--- src/rtl/adc_pkg.sv ---
// Shared constants, state encodings and thermometer-code helpers for the flash ADC sequencer.
package adc_pkg;

  localparam int unsigned N_CMP   = 4;
  localparam int unsigned LEVEL_W = 3;
  localparam int unsigned SUM_W   = 6;
  localparam int unsigned CNT_W   = 4;
  localparam int unsigned OSR_W   = 2;
  localparam int unsigned STATE_W = 2;

  localparam logic [STATE_W-1:0] ST_IDLE   = 2'd0;
  localparam logic [STATE_W-1:0] ST_SETTLE = 2'd1;
  localparam logic [STATE_W-1:0] ST_ACQ    = 2'd2;

  // Run configuration captured on an accepted start
  typedef struct packed {
    logic             continuous;
    logic [OSR_W-1:0] osr_log2;
  } run_cfg_t;

  function automatic logic [LEVEL_W-1:0] thermo_popcount(input logic [N_CMP-1:0] code);
    logic [LEVEL_W-1:0] cnt;
    cnt = '0;
    for (int i = 0; i < N_CMP; i++) begin
      cnt = cnt + LEVEL_W'(code[i]);
    end
    return cnt;
  endfunction

  // Legal codes are of the form 2^k-1, i.e. (code+1) & code == 0
  function automatic logic thermo_legal(input logic [N_CMP-1:0] code);
    logic [N_CMP:0] ext;
    ext = {1'b0, code};
    return ((ext + (N_CMP+1)'(1)) & ext) == '0;
  endfunction

endpackage

--- src/rtl/adc_sample_sequencer_if.sv ---
// Result valid/ready port of the ADC sample sequencer.
interface adc_sample_sequencer_if;
  import adc_pkg::*;

  logic               res_valid;
  logic               res_ready;
  logic [SUM_W-1:0]   res_sum;
  logic [LEVEL_W-1:0] res_last;

  modport master (output res_valid, output res_sum, output res_last, input res_ready);
  modport slave  (input res_valid, input res_sum, input res_last, output res_ready);

endinterface

--- src/rtl/adc_sample_sequencer_cmp_sync.sv ---
// Multi-flop synchroniser for the asynchronous comparator outputs.
module cmp_sync #(
  parameter int unsigned WIDTH  = 4,
  parameter int unsigned STAGES = 2
) (
  input  logic             clk,
  input  logic             rst_n,
  input  logic [WIDTH-1:0] d,
  output logic [WIDTH-1:0] q
);

  logic [WIDTH-1:0] sync_q [STAGES];
  logic [WIDTH-1:0] sync_d [STAGES];

  always_comb begin
    sync_d[0] = d;
    for (int i = 1; i < STAGES; i++) begin
      sync_d[i] = sync_q[i-1];
    end
  end

  always_ff @(posedge clk) begin
    if (!rst_n) begin
      for (int i = 0; i < STAGES; i++) sync_q[i] <= '0;
    end else begin
      for (int i = 0; i < STAGES; i++) sync_q[i] <= sync_d[i];
    end
  end

  assign q = sync_q[STAGES-1];

endmodule

--- src/rtl/adc_sample_sequencer.sv ---
// Flash ADC conversion sequencer: settle, paced sampling, bubble correction,
// oversampling accumulation and a valid/ready result port.
module adc_sample_sequencer
  import adc_pkg::*;
#(
  parameter int unsigned SYNC_STAGES = 2,
  parameter int unsigned SETTLE_CYC  = 16,
  parameter int unsigned DIV_W       = 8
) (
  input  logic                   clk,
  input  logic                   rst_n,
  input  logic                   ena,
  input  logic [N_CMP-1:0]       cmp_in,
  input  logic                   start,
  input  logic                   continuous,
  input  logic [DIV_W-1:0]       rate_div,
  input  logic [OSR_W-1:0]       osr_log2,
  adc_sample_sequencer_if.master res,
  output logic                   busy,
  output logic                   bubble_err,
  output logic                   overrun
);

  localparam int unsigned SETTLE_W = $clog2(SETTLE_CYC + 1);

  logic [N_CMP-1:0] cmp_s;

  cmp_sync #(.WIDTH(N_CMP), .STAGES(SYNC_STAGES)) u_cmp_sync (
    .clk   (clk),
    .rst_n (rst_n),
    .d     (cmp_in),
    .q     (cmp_s)
  );

  logic [STATE_W-1:0]  state_q,      state_d;
  logic [SETTLE_W-1:0] settle_cnt_q, settle_cnt_d;
  logic [DIV_W-1:0]    div_cnt_q,    div_cnt_d;
  logic [DIV_W-1:0]    rate_div_q,   rate_div_d;
  logic [SUM_W-1:0]    acc_q,        acc_d;
  logic [CNT_W-1:0]    n_q,          n_d;
  run_cfg_t            cfg_q,        cfg_d;
  logic                res_valid_q,  res_valid_d;
  logic [SUM_W-1:0]    res_sum_q,    res_sum_d;
  logic [LEVEL_W-1:0]  res_last_q,   res_last_d;
  logic                busy_q,       busy_d;
  logic                bubble_err_q, bubble_err_d;
  logic                overrun_q,    overrun_d;

  logic [LEVEL_W-1:0]  level;
  logic                legal;
  logic [CNT_W-1:0]    n_inc;
  logic                cont_next;

  // Next-state, counters, accumulator and output register logic
  always_comb begin
    state_d      = state_q;
    settle_cnt_d = settle_cnt_q;
    div_cnt_d    = div_cnt_q;
    rate_div_d   = rate_div_q;
    acc_d        = acc_q;
    n_d          = n_q;
    cfg_d        = cfg_q;
    res_valid_d  = res_valid_q;
    res_sum_d    = res_sum_q;
    res_last_d   = res_last_q;
    bubble_err_d = bubble_err_q;
    overrun_d    = overrun_q;
    level        = thermo_popcount(cmp_s);
    legal        = thermo_legal(cmp_s);
    n_inc        = n_q + CNT_W'(1);
    cont_next    = cfg_q.continuous & continuous;

    if (res_valid_q && res.res_ready) res_valid_d = 1'b0;

    if (!ena) begin
      state_d      = ST_IDLE;
      settle_cnt_d = '0;
      div_cnt_d    = '0;
      acc_d        = '0;
      n_d          = '0;
      res_valid_d  = 1'b0;
    end else begin
      case (state_q)
        ST_IDLE: begin
          if (start) begin
            cfg_d.continuous = continuous;
            cfg_d.osr_log2   = osr_log2;
            rate_div_d       = rate_div;
            bubble_err_d     = 1'b0;
            overrun_d        = 1'b0;
            settle_cnt_d     = '0;
            state_d          = ST_SETTLE;
          end
        end
        ST_SETTLE: begin
          if (settle_cnt_q == SETTLE_W'(SETTLE_CYC - 1)) begin
            settle_cnt_d = '0;
            div_cnt_d    = '0;
            acc_d        = '0;
            n_d          = '0;
            state_d      = ST_ACQ;
          end else begin
            settle_cnt_d = settle_cnt_q + SETTLE_W'(1);
          end
        end
        ST_ACQ: begin
          if (div_cnt_q == rate_div_q) begin
            div_cnt_d = '0;
            if (!legal) bubble_err_d = 1'b1;
            if (n_inc == (CNT_W'(1) << cfg_q.osr_log2)) begin
              // Result complete: load the port if it is free or draining now
              if (!res_valid_q || res.res_ready) begin
                res_valid_d = 1'b1;
                res_sum_d   = acc_q + SUM_W'(level);
                res_last_d  = level;
              end else begin
                overrun_d = 1'b1;
              end
              acc_d            = '0;
              n_d              = '0;
              cfg_d.continuous = cont_next;
              state_d          = cont_next ? ST_ACQ : ST_IDLE;
            end else begin
              acc_d = acc_q + SUM_W'(level);
              n_d   = n_inc;
            end
          end else begin
            div_cnt_d = div_cnt_q + DIV_W'(1);
          end
        end
        default: state_d = ST_IDLE;
      endcase
    end

    busy_d = (state_d != ST_IDLE);
  end

  always_ff @(posedge clk) begin
    if (!rst_n) begin
      state_q      <= ST_IDLE;
      settle_cnt_q <= '0;
      div_cnt_q    <= '0;
      rate_div_q   <= '0;
      acc_q        <= '0;
      n_q          <= '0;
      cfg_q        <= '0;
      res_valid_q  <= 1'b0;
      res_sum_q    <= '0;
      res_last_q   <= '0;
      busy_q       <= 1'b0;
      bubble_err_q <= 1'b0;
      overrun_q    <= 1'b0;
    end else begin
      state_q      <= state_d;
      settle_cnt_q <= settle_cnt_d;
      div_cnt_q    <= div_cnt_d;
      rate_div_q   <= rate_div_d;
      acc_q        <= acc_d;
      n_q          <= n_d;
      cfg_q        <= cfg_d;
      res_valid_q  <= res_valid_d;
      res_sum_q    <= res_sum_d;
      res_last_q   <= res_last_d;
      busy_q       <= busy_d;
      bubble_err_q <= bubble_err_d;
      overrun_q    <= overrun_d;
    end
  end

  assign res.res_valid = res_valid_q;
  assign res.res_sum   = res_sum_q;
  assign res.res_last  = res_last_q;
  assign busy          = busy_q;
  assign bubble_err    = bubble_err_q;
  assign overrun       = overrun_q;

endmodule
--- src/flat_wrapper.sv ---
// flat-port wrapper written by rule: the top's interface ports become plain ports
module adc_sample_sequencer_flat import adc_pkg::*;
#(
  parameter int unsigned SYNC_STAGES = 2,
  parameter int unsigned SETTLE_CYC  = 16,
  parameter int unsigned DIV_W       = 8
)
  (clk, rst_n, ena, cmp_in, start, continuous, rate_div, osr_log2, busy, bubble_err, overrun, res_res_valid, res_res_sum, res_res_last, res_res_ready);
  adc_sample_sequencer_if res_i ();
  input  logic clk;
  input  logic rst_n;
  input  logic ena;
  input  logic [N_CMP-1:0] cmp_in;
  input  logic start;
  input  logic continuous;
  input  logic [DIV_W-1:0] rate_div;
  input  logic [OSR_W-1:0] osr_log2;
  output logic busy;
  output logic bubble_err;
  output logic overrun;
  output wire logic [$bits(res_i.res_valid)-1:0] res_res_valid;
  output wire logic [$bits(res_i.res_sum)-1:0] res_res_sum;
  output wire logic [$bits(res_i.res_last)-1:0] res_res_last;
  input wire logic [$bits(res_i.res_ready)-1:0] res_res_ready;
  assign res_res_valid = res_i.res_valid;
  assign res_res_sum = res_i.res_sum;
  assign res_res_last = res_i.res_last;
  assign res_i.res_ready = res_res_ready;
  adc_sample_sequencer #(.SYNC_STAGES(SYNC_STAGES), .SETTLE_CYC(SETTLE_CYC), .DIV_W(DIV_W)) u_core (.clk(clk), .rst_n(rst_n), .ena(ena), .cmp_in(cmp_in), .start(start), .continuous(continuous), .rate_div(rate_div), .osr_log2(osr_log2), .res(res_i), .busy(busy), .bubble_err(bubble_err), .overrun(overrun));
endmodule
--- config.mk ---
export PLATFORM = sky130hd
export DESIGN_NAME = adc_sample_sequencer_flat
export DESIGN_NICKNAME = d
export VERILOG_FILES = /design/src/rtl/adc_pkg.sv /design/src/rtl/adc_sample_sequencer_if.sv /design/src/rtl/adc_sample_sequencer_cmp_sync.sv /design/src/rtl/adc_sample_sequencer.sv /design/src/flat_wrapper.sv
export SDC_FILE = /design/constraint.sdc
export NUM_CORES = 1
export LEC_CHECK = 0
export ABC_AREA = 1
export BUFFER_PORTS_ARGS = -buffer_cell sky130_fd_sc_hd__buf_2
export CAP_MARGIN = 0
export CORE_UTILIZATION = 45
export CTS_CLUSTER_DIAMETER = 120
export DETAILED_ROUTE_END_ITERATION = 10
export RECOVER_POWER = 100
export SLEW_MARGIN = 5
export SYNTH_ARGS = -nofsm -noshare
export SYNTH_HDL_FRONTEND = slang
export SYNTH_HIERARCHICAL = 1
export SYNTH_SLANG_ARGS = --single-unit
--- constraint.sdc ---
create_clock -name clk -period 2.9 [get_ports clk]
set_input_delay 0.29 -clock clk [delete_from_list [all_inputs] [get_ports clk]]
set_output_delay 0.29 -clock clk [all_outputs]
set_load 0.02 [all_outputs]
==> metrics, run 1 <==
Slowest cell on crit path=fa_1; average size of a mapped cell=a little under 7 um^2; CP dominant cell by count=nand2_1; R2R cell count=13; most frequent cells after synthesis=nand2_1 (119), inv_1 (60), nor2_1 (58), dfxtp_1 (57), a21oi_1 (33); Lkg Pwr=1.60 nW; final cycle utilization of the critical path=around 94%; DPL Wire Length=4.58 mm; core area=approximately 6400 um^2; # diodes=0; Post-Route Setup TNS=0 ps; initial antenna violation count=0; Hold Path Depth=3; Power Dens Cells=approximately 480 nW/um^2; routed wl met3=135 um; Max Fclk=368 MHz; cell area after synthesis=3010 um^2; worst skew pair latency=around 340 ps; Synth cell types=32; Synth Net Count=478; share of layout cells above drive strength 1=11.2%; vias in the first global route=2400; Min-Delay Path Class=primary input to register; DR iter-0 viols=86; post-synthesis sequential area ratio=37.9%; Yosys Warn Count=6; placed inst area=approximately 3200 um^2; DRT antenna net count=0; Die Area=7020 um^2; Peak VDD IR=0.313 mV; routed vias/inst=4.75; TritonCTS Buffers=9; WS Path Type=register to register; Clk pin slew, worst setup/hold paths=~70 ps; largest net degree at the start of global routing=31; critical path's largest stage delay=540 ps; Worst setup SP type=register; TritonRoute pass-1 iters=5; drt wl/cell=roughly 11 um; critical-path cell list=inv_1 > fa_1 > inv_1 > ha_1 > ha_1 > fa_1 > nand2_1 > a21oi_1 > xor2_1 > nand2_1 > nor2_1 > nand2_1 > a21oi_1; Seq cells post-synth=57; CP Max Fanout=3; Placer Congestion=about 0.77; Slew headroom=17.6%; first-pass GRT wire length=10.7 mm; CTS tree=built; top-count cell post-synth=nand2_1; Clock Root Buffer=clkbuf_8; initial core utilization=roughly 47%; asr flop ratio synth=0%; fin nets=515; number of fill cells in the layout=689; CTS Hold Bufs=0; Die Span Y=83.8 um; Layout Skew=roughly 6.2 ps; # DRC=0; vias=2666; die outline width=83.8 um; arrival time worst endpoint=2980 ps; Area contributors post-synth=dfxtp_1 (38%), nand2_1 (15%), inv_1 (7.5%); post-synthesis instance total=approximately 440; crit end category=register; Row Count=29; unrepaired setup endpoints after global routing=false; total track usage=approximately 19%; Fin. Hold Viols=0; Final Critical Period=2720 ps; met2 WL post-DR=2.76 mm; design area=3360 um^2; largest area contributor in the netlist=dfxtp_1; WL met1=3.24 mm; status=finished clean; port bufs=32; Pins Over Slew Limit=0; Ports=33; total grt overflow=0; Slew @ Worst Pin=approximately 1200 ps; Area growth syn-to-layout=11.5%; max cap viols=0; clk sinks=57; EDFF count, synth=0; Routed WL=6.24 mm; required time worst endpoint=3160 ps; share of the synthesized area in the top cell type=37.9%; main flop type after synthesis=dfxtp_1; clk buf depth=2; # setup viols final=0; Top Layer Used=met4; H-tree depth=3
-- repair_timing --
item	4_1_cts	5_1_grt
setup buffers	0	1
hold endpoints to repair	0	0
gates resized for setup	0	0
setup endpoints to repair	0	1
-- final cells by class --
class | count | area [um^2] | area share (%)
Multi-Input combinational cell | 307 | 1530 | 45.6
Sequential cell | 57 | 1140 | 34.0
Inverter | 69 | 259 | 7.72
Timing Repair Buffer | 35 | 159 | 4.73
Clock buffer | 9 | 124 | 3.69
Tap cell | 77 | 96.3 | 2.87
Clock inverter | 7 | 46.3 | 1.38
-- sequential cells by signal, indices dropped and copies added (netlist names), 2 cells and up --
name	flops
u_core/settle_cnt_q	5
u_core/res.res_last	3
u_core/state_q	2
u_core/cfg_q	3
u_core/rate_div_q	8
u_core/res.res_sum	6
u_core/u_cmp_sync/sync_q	8
u_core/div_cnt_q	8
u_core/n_q	4
u_core/acc_q	6
-- per-layer routing --
metal | track usage [%] | up-vias
met1 | 25.1 | 1192
met4 | 8.93 | 0
met3 | 5.04 | 11
met2 | 30.0 | 22
met5 | 0 | -
li1 | - | 1441
-- worst paths after layout --
path / from / to / slack (ps)
max: u_core/u_cmp_sync/sync_q[0][4] / u_core/acc_q[4] / 180
min reg2reg: u_core/u_cmp_sync/sync_q[0][2] / u_core/u_cmp_sync/sync_q[0][6] / 410
max reg2reg: u_core/u_cmp_sync/sync_q[0][4] / u_core/acc_q[4] / 180
min: cmp_in[3] / u_core/u_cmp_sync/sync_q[0][3] / 130
-- layout by cell type (no fill, tap or decap), types with 4 or more instances in the layout --
cell	synthesis	routed
ha_1	14	14
nor2_1	58	60
o21ai_0	18	20
clkbuf_8	0	9
nand4_1	7	7
inv_1	60	61
a21oi_1	33	33
buf_2	3	19
inv_2	9	7
nand2_2	7	5
nand3_1	14	15
dfxtp_1	57	57
nand2_1	119	122
xor2_1	7	7
clkbuf_1	4	15
nor3_1	4	4
-- critical path: cells and delay by family (launching register included) --
| family | cells | cell delay [ps] |
|---|---|---|
| flops | 1 | 330 |
| simple gates | 4 | 320 |
| xor+xnor | 1 | 200 |
| compound gates | 2 | 200 |
| fa+ha+maj | 4 | 1480 |
| buf+inv | 2 | 120 |
-- logic make-up (layout without fill, tap and decap cells) --
| group | count (synthesis) | in the layout | share of synthesized area, % |
|---|---|---|---|
| compound gates | 61 | 61 | 10.7 |
| flops | 57 | 57 | 37.9 |
| buf+inv | 78 | 120 | 10.2 |
| xor+xnor | 10 | 10 | 2.91 |
| fa+ha+maj | 16 | 16 | 7.15 |
| simple gates | 220 | 220 | 31.2 |
-- power by group --
group	internal, mW	leakage [nW]	switching, mW	total (mW)
combinational	0.0489	1.05	0.0959	0.145
sequential	0.802	0.463	0.0108	0.813
clock	0.307	0.0814	0.334	0.641
-- stage by stage --
step / hold WS [ps] / util [%] / total power, mW / worst slack, ps / cells
4_1_cts: 118 / 53.0 / 1.63 / 186 / 560
6_report: 132 / 52.3 / 1.60 / 179 / 561
2_1_floorplan: 386 / - / 0.937 / 370 / 442
5_1_grt: 119 / 52.3 / 1.68 / 7.50 / 561
3_5_place_dp: 396 / 50.4 / 0.983 / 210 / 544
3_3_place_gp: 391 / 50.4 / 0.980 / 273 / 544
(Power assumes the default switching activity.)
==> inputs of run 2 (changes only) <==
- GPL_TIMING_DRIVEN: default -> 0
==> metrics, run 2 (synthesized netlist as in run 1, its figures left out) <==
drt wl/cell=11.5 um (+3.4%); vias in the first global route=2606 (+8.6%); Peak VDD IR=0.381 mV (+22%); Setup WS pre-CTS=158 ps (-52.0 ps); commonest cells after routing, fill and taps aside=nand2_1 (125), inv_1 (61), nor2_1 (59); initial core utilization=46.9% (unchanged); Slew headroom=65.2% (+48 points); # setup viols final=0 (unchanged); Area growth syn-to-layout=14.7%; unrepaired setup endpoints after global routing=false; commonest non-fill, non-tap cell in the layout=nand2_1; Min-Delay Path Class=primary input to register; Ports=33 (unchanged); Row Count=29 (unchanged); status=finished clean; CP Max Fanout=3 (unchanged); initial antenna violation count=0 (unchanged); largest net degree at the start of global routing=11 (-65%); clk sinks=57 (unchanged); CTS tree=built; Fin. Hold Viols=0 (unchanged); TritonRoute pass-1 iters=4 (-1); DPL Wire Length=4.82 mm (+5.3%); WS Path Type=register to register; Max Fclk=377 MHz (+2.7%); Layout Skew=7.79 ps (+1.58 ps); port bufs=32 (unchanged); total track usage=20.8% (+1.5 points); Worst setup SP type=register; first-pass GRT wire length=11.5 mm (+7.1%); total grt overflow=0 (unchanged); core area=6420 um^2 (unchanged); Post-Route Setup TNS=0 ps (unchanged); required time worst endpoint=3170 ps (about the same); reg-to-reg slack, setup=250 ps (+70 ps); final non-filler cell total=567 (+1.1%); Clk pin slew, worst setup/hold paths=70 ps (about the same); vias=2725 (+2.2%); final cycle utilization of the critical path=91.4% (-2.4 points); Die Area=7020 um^2 (unchanged); Clock Root Buffer=clkbuf_8; arrival time worst endpoint=2920 ps (-60 ps); crit end category=register; worst skew pair latency=340 ps (about the same); share of layout cells above drive strength 1=11.6% (+0.48 points); Top Registers=u_core/div_cnt_q: 8 flops, u_core/rate_div_q: 8 flops, u_core/u_cmp_sync/sync_q: 8 flops; # diodes=0 (unchanged); CTS Hold Bufs=0 (unchanged); post-layout util=53.8% (+1.5 points); Slew @ Worst Pin=522 ps (-714 ps); total power=1.82 mW (+14%); Lkg Pwr=1.64 nW (+2.4%); TritonCTS Buffers=9 (unchanged); Die Span Y=83.8 um (unchanged); fin worst setup slack=250 ps (+70.6 ps); Routed WL=6.52 mm (+4.5%); H-tree depth=3 (unchanged); placed cells=551 (+1.3%); DR iter-0 viols=110 (+28%); fin nets=521 (+1.2%); DRT antenna net count=0 (unchanged); Pins Over Slew Limit=0 (unchanged); clk buf depth=2 (unchanged); die outline width=83.8 um (unchanged); Power Dens Cells=526 nW/um^2 (+11%); Placer Congestion=0.781 (+1.8%); routed vias/inst=4.81 (+1.1%); # DRC=0 (unchanged); max cap viols=0 (unchanged); Final Critical Period=2650 ps (-70.6 ps)
-- run 2: changes by cell type in the layout (fill, tap and decap cells not counted), moves of 2 or more --
cell        before  now
ha_1            14   12
clkinvlp_4       3    1
clkbuf_1        15   20
clkbuf_8         9   11
nand2_1        122  125
bufinv_16        0    2
nand2_2          5    2
-- run 2: where the power goes --
part           total (mW)  leakage, nW  switching [mW]  internal [mW]
clock               0.857        0.115           0.330          0.527
sequential          0.813        0.463          0.0105          0.802
combinational       0.149         1.06          0.0977         0.0512
total                1.82         1.64           0.438           1.38
-- run 2: critical path, stage by stage, from the launching register on --
cell and delay (ps):
dfxtp_1 330, inv_1 80, fa_1 530, inv_1 40, ha_1 300, ha_2 210
fa_2 350, nand2_1 80, a21oi_1 70, xor2_1 250, nand2_1 80, nor2_1 90
nand2_1 60, a21oi_1 110
-- run 2: worst paths after layout --
kind                                         end  cells after the start                            from
setup / recovery                 u_core/acc_q[4]                     13  u_core/u_cmp_sync/sync_q[0][4]
hold / removal    u_core/u_cmp_sync/sync_q[0][1]                      3                       cmp_in[1]
setup reg to reg                 u_core/acc_q[4]                     13  u_core/u_cmp_sync/sync_q[0][4]
hold reg to reg   u_core/u_cmp_sync/sync_q[0][6]                      2  u_core/u_cmp_sync/sync_q[0][2]
-- run 2: per-stage QoR --
stage	instance area, um^2	hold slack (ps)
after floorplan	3010	386
after global placement	3270	393
after detailed placement	3270	401
after CTS	3500	113
after global routing	3460	117
final	3460	130
-- run 2: final cells by class --
| type | instances | area, um^2 |
|---|---|---|
| plain buffers | 9 | 40.0 |
| clock buffers | 11 | 151 |
| inverters | 69 | 259 |
| clock inverters | 5 | 77.6 |
| multi-input cells | 307 | 1550 |
| flip-flops and latches | 57 | 1140 |
| fillers | 674 | 2970 |
| repair buffers | 32 | 143 |
| well taps | 77 | 96.3 |
-- run 2: per-layer routing --
layer	vias up	GRT usage, %	share of wire [%]
li1	1455	-	-
met1	1226	27.9	51
met2	34	32.6	45
met3	10	3.56	2.7
met4	0	9.40	1.6
met5	-	0	0
-- run 2: what timing repair did --
item | in CTS | in global routing
gates resized for setup | 0 | 3
setup buffers | 0 | 0
endpoints found under the setup margin | 0 | 2
hold endpoints to repair | 0 | 0
